==> config.mk <==
export PLATFORM = sky130hd
export DESIGN_NAME = pipe_muxn
export DESIGN_NICKNAME = d
export VERILOG_FILES = /design/src/rtl/pipe_pkg.sv /design/src/rtl/muxn_comb.sv /design/src/rtl/pipe_muxn.sv
export SDC_FILE = /design/constraint.sdc
export NUM_CORES = 1
export LEC_CHECK = 0
export BUFFER_PORTS_ARGS = -buffer_cell sky130_fd_sc_hd__buf_4
export CAP_MARGIN = 20
export CORE_AREA = 2 2 91 93
export DETAILED_ROUTE_END_ITERATION = 10
export DIE_AREA = 0 0 93 95
export GPL_TIMING_DRIVEN = 0
export PLACE_DENSITY_LB_ADDON = 0.25
export SETUP_SLACK_MARGIN = 0.15
export SLEW_MARGIN = 10
export SYNTH_ARGS = -nofsm -noshare
export SYNTH_HDL_FRONTEND = slang
export SYNTH_SLANG_ARGS = --single-unit
==> constraint.sdc <==
create_clock -name clk -period 3.41 [get_ports clk]
set_input_delay 0.341 -clock clk [delete_from_list [all_inputs] [get_ports clk]]
set_output_delay 0.341 -clock clk [all_outputs]
set_load 0.05 [all_outputs]
==> src/rtl/pipe_pkg.sv <==
// Shared definitions for the registered N:1 operand mux: default lane width
// and the select-width helper.
package pipe_pkg;

    localparam int DEFAULT_WIDTH = 32;

    // Never returns 0, so a single-lane instance still gets a 1-bit select.
    function automatic int clog2_min1(input int n);
        return (n < 2) ? 1 : $clog2(n);
    endfunction

endpackage

==> src/rtl/muxn_comb.sv <==
// Combinational NUM_IN:1 lane select with range check; out-of-range codes
// return zero data and raise err.
module muxn_comb
    import pipe_pkg::*;
#(
    parameter int WIDTH = DEFAULT_WIDTH,
    parameter int NUM_IN = 4,
    localparam int SEL_W = clog2_min1(NUM_IN)
) (
    input  logic [NUM_IN*WIDTH-1:0] lanes,
    input  logic [SEL_W-1:0]        sel,
    output logic [WIDTH-1:0]        data,
    output logic                    err
);

    always_comb begin
        // NOTE: defaults first so every path assigns both outputs and no latch is inferred.
        data = '0;
        err  = 1'b1;
        for (int i = 0; i < NUM_IN; i++) begin
            if (sel == SEL_W'(i)) begin
                data = lanes[i*WIDTH +: WIDTH];
                err  = 1'b0;
            end
        end
    end

endmodule

==> src/rtl/pipe_muxn.sv <==
// Registered N:1 operand mux behind a valid/ready handshake; a one-entry skid
// buffer lets in_ready come straight from a flop.
module pipe_muxn
    import pipe_pkg::*;
#(
    parameter int WIDTH = DEFAULT_WIDTH,
    parameter int NUM_IN = 4,
    localparam int SEL_W = clog2_min1(NUM_IN)
) (
    input  logic                    clk,
    input  logic                    rst,
    input  logic                    flush,
    input  logic [NUM_IN*WIDTH-1:0] in_data,
    input  logic [SEL_W-1:0]        sel,
    input  logic                    in_valid,
    output logic                    in_ready,
    output logic [WIDTH-1:0]        out_data,
    output logic                    out_err,
    output logic                    out_valid,
    input  logic                    out_ready
);

    typedef struct packed {
        logic [WIDTH-1:0] data;
        logic             err;
    } entry_t;

    entry_t           new_entry;
    entry_t           main_q;
    entry_t           skid_q;
    logic             main_v;
    logic             skid_v;
    logic [WIDTH-1:0] sel_data;
    logic             sel_err;
    logic             accept;
    logic             pop;

    muxn_comb #(
        .WIDTH (WIDTH),
        .NUM_IN(NUM_IN)
    ) u_mux (
        .lanes(in_data),
        .sel  (sel),
        .data (sel_data),
        .err  (sel_err)
    );

    assign new_entry = '{data: sel_data, err: sel_err};
    assign accept    = in_valid & in_ready;
    assign pop       = main_v & out_ready;

    assign in_ready  = ~skid_v;
    assign out_valid = main_v;
    assign out_data  = main_q.data;
    assign out_err   = main_q.err;

    // NOTE: non-blocking assignments keep every flop reading pre-edge values of the others.
    always_ff @(posedge clk) begin
        if (rst) begin
            main_v <= 1'b0;
            skid_v <= 1'b0;
            main_q <= '0;
            skid_q <= '0;
        end else if (flush) begin
            main_v <= 1'b0;
            skid_v <= 1'b0;
        end else if (skid_v) begin
            if (pop) begin
                main_q <= skid_q;
                skid_v <= 1'b0;
            end
        end else if (!main_v) begin
            if (accept) begin
                main_q <= new_entry;
                main_v <= 1'b1;
            end
        end else begin
            // Main is occupied: a pop frees it for the new entry, otherwise spill to skid.
            unique case ({accept, pop})
                2'b11: main_q <= new_entry;
                2'b10: begin
                    skid_q <= new_entry;
                    skid_v <= 1'b1;
                end
                2'b01: main_v <= 1'b0;
                default: ;
            endcase
        end
    end

endmodule

==> flow_metrics.env <==
export IMPL_clk_pin_slew_ps=60
export IMPL_crit_path_start="skid_v"
export IMPL_gp_congestion=0.758
export IMPL_power_total_mw=2.01
export IMPL_final_area_sq_um=5000
export IMPL_via_per_inst=5.28
export IMPL_rows=33
export IMPL_peakVddDrop_v=0.000200
export IMPL_timing_fmax_mhz=463
export IMPL_ys_flop_type="dfxtp_1"
export IMPL_power_share_combinational=0.250
export IMPL_avgSynthCellArea_sq_um=11.0
export IMPL_grt_usage=0.216
export IMPL_r2r_slack_ps=1690
export IMPL_cp_top_family="buffers and inverters"
export IMPL_maxSlewHeadroom=0.498
export IMPL_clkLatencyLatePin_ps=340
export IMPL_outcome="completed"
export IMPL_clk_path_buf_depth=2
export IMPL_worstPathCellList="buf_2, clkinv_1, clkbuf_1, buf_4"
export IMPL_reg2reg_depth=5
export IMPL_antenna_found_initial=0
export IMPL_path_buf_inv=4
export IMPL_vias=3156
export IMPL_worstHoldPathType="in -> reg"
export IMPL_p_leak_nw=2.14
export IMPL_critPathCaptureType="output pin"
export IMPL_postLayoutCoreUtil=0.630
export IMPL_seq_power_share=0.420
export IMPL_rsz0062_at_grt="no"
export IMPL_hold_viol_final=0
export IMPL_port_buffers=167
export IMPL_drc=0
export IMPL_cp_data_arrival_time_ps=1820
export IMPL_first_global_vias=3064
export IMPL_synthArstFlopShare=0
export IMPL_place_inst=582
export IMPL_p_clk_frac=0.330
export IMPL_drv_cap=0
export IMPL_internal_power_mw=1.45
export IMPL_grt_use_met2=0.377
export IMPL_ctsResizeCount=0
export IMPL_slowest_delay_ps=350
export IMPL_clock_skew_ps=6.32
export IMPL_numCtsBuffers=9
export IMPL_cts_root_buf="clkbuf_8"
export IMPL_dp_hpwl_um=7270
export IMPL_num_antenna_cells=0
export IMPL_finalNonFillerCells=598
export IMPL_ys_types=23
export IMPL_tritoncts="done"
export IMPL_cp_endpoint="in_ready"
export IMPL_grt_pass1_wl_um=14600
export IMPL_syn_cell_area_sq_um=3410
export IMPL_crit_type="reg -> out"
export IMPL_synth_edf_count=0
export IMPL_fin_nets=623
export IMPL_crit_path_max_fanout=10
export IMPL_h_tree_depth=3
export IMPL_ys_warnings_count=0
export IMPL_critical_path_startpoint_type="flip-flop"
export IMPL_grt_max_degree=11
export IMPL_r2r_start="skid_v"
export IMPL_use_met3=0.0487
export IMPL_yosys_register_bits=68
export IMPL_synthCells=310
export IMPL_clock_sinks=68
export IMPL_place_area_sq_um=4800
export IMPL_grt_use_met1=0.255
export IMPL_power_density_nw_per_um2=402
export IMPL_r2r_end="skid_q[9]"
export IMPL_setup_violations=0
export IMPL_fin_crit_ps=2160
export IMPL_drive_gt1_frac=0.513
export IMPL_crit_cells=4
export IMPL_routed_wl_um=9400
export IMPL_syn_nets=445
export IMPL_first_pass_iters=4
export IMPL_core_sq_um=7930
export IMPL_ioPinCount=170
export IMPL_die_w_um=93
export IMPL_slowest_stage="dfxtp_1"
export IMPL_holdBufCountCts=0
export IMPL_grt_overflow_total=0
export IMPL_die_h_um=95
export IMPL_routedWlPerCell_um=15.7
export IMPL_ys_seq_area_frac=0.399
export IMPL_start_util=0.431
export IMPL_p_switching_mw=0.558
export IMPL_grt_busiest_layer="met2"
export IMPL_cp_data_required_time_ps=3070
export IMPL_slew_viol_final=0
export IMPL_die_area_sq_um=8840
export IMPL_min_period_over_period=0.633
export IMPL_drt_antenna_violating_nets=0
export IMPL_initialDrtViolationCount=109
export IMPL_worstMarginPinSlew_ps=753
export IMPL_postCtsSetupRepairBufs=0
export IMPL_p_sw_frac=0.278
export IMPL_fin_setup_tns_ps=0
export IMPL_area_growth_pct=46.3
==> worst min path at each step <==
| stage | start | to | slack (ps) | cells after the start |
|---|---|---|---|---|
| after floorplan | skid_q[0] | skid_q[0] | 420 | 1 |
| after global placement | skid_q[0] | skid_q[0] | 440 | 1 |
| after detailed placement | skid_q[0] | skid_q[0] | 440 | 1 |
| after CTS | out_ready | skid_v | 250 | 2 |
| after global routing | out_ready | skid_v | 260 | 2 |
| final | out_ready | skid_v | 260 | 2 |
==> sequential cells by signal (all words and copies together), names as in the netlist <==
name       cells
out_err        1
skid_v         1
out_valid      1
skid_q        33
out_data      32
==> placed cells by master, fill, tap and decap left out <==
cell type  count
mux4_2        32
nor4_1         1
a311oi_1      12
clkinv_1       1
mux2i_1        1
buf_4        171
or2_2          1
buf_2         13
nor4_4         1
clkbuf_8      11
a221oi_1       1
a21oi_1        1
and2_1         2
o21ai_0        1
buf_6          2
inv_1          1
a311oi_2      20
nor2_1        35
nand2_1       67
clkbuf_1      16
a211oi_2       1
bufinv_16      1
a22o_1        32
dfxtp_1       68
or2_1          1
==> area by class of cell <==
type | instances | area, sq um
fillers | 696 | 2930
multi-input cells | 209 | 1880
flip-flops and latches | 68 | 1360
repair buffers | 167 | 1250
clock buffers | 15 | 166
plain buffers | 31 | 163
well taps | 105 | 131
clock inverters | 1 | 30.0
inverters | 2 | 7.51
==> cell families after synthesis <==
| logic type | Yosys count | synth area share |
|---|---|---|
| AND/OR/NAND/NOR | 108 | 0.128 |
| AO/OA/AOI/OAI | 68 | 0.210 |
| flip-flops | 68 | 0.399 |
| multiplexers | 33 | 0.214 |
| buffers and inverters | 33 | 0.0498 |
==> synthesized netlist by cell type, types with 2 or more instances <==
master / number / area share
a22o_1: 32 / 0.082
a311oi_2: 20 / 0.088
dfxtp_1: 68 / 0.40
clkbuf_1: 12 / 0.013
nand2_1: 67 / 0.074
buf_6: 2 / 0.0066
a311oi_1: 12 / 0.031
buf_4: 4 / 0.0088
and2_1: 2 / 0.0037
nor2_1: 35 / 0.038
mux4_2: 32 / 0.21
buf_2: 13 / 0.019
==> worst reg2reg max path, stage by stage (launching register included) <==
cell and delay (ps):
dfxtp_1 350, buf_2 240, nor4_1 90, nor2_1 300, clkbuf_1 460, a22o_1 230
==> per-layer routing <==
metal / routed length [um] / part of all wire / vias up
li1: - / - / 1531
met5: 0 / 0 / -
met4: 121 / 0.013 / 0
met3: 609 / 0.065 / 11
met2: 4920 / 0.52 / 110
met1: 3750 / 0.40 / 1504
==> power by group through the flow <==
| stage | Combinational, mW | Sequential (mW) | Clock [mW] |
|---|---|---|---|
| floorplan | 0.202 | 0.962 | 0 |
| global placement | 0.499 | 0.860 | 0 |
| detailed placement | 0.507 | 0.862 | 0 |
| CTS | 0.508 | 0.844 | 0.680 |
| global route | 0.539 | 0.847 | 0.719 |
| finish | 0.503 | 0.844 | 0.663 |
==> per-stage QoR <==
step	setup WS, ps	hold slack, ps
6_report	1250	263
5_1_grt	1100	261
4_1_cts	1240	249
3_5_place_dp	1620	442
3_3_place_gp	1640	436
2_1_floorplan	1670	421
Note: power is estimated with default switching activity, not from simulation.
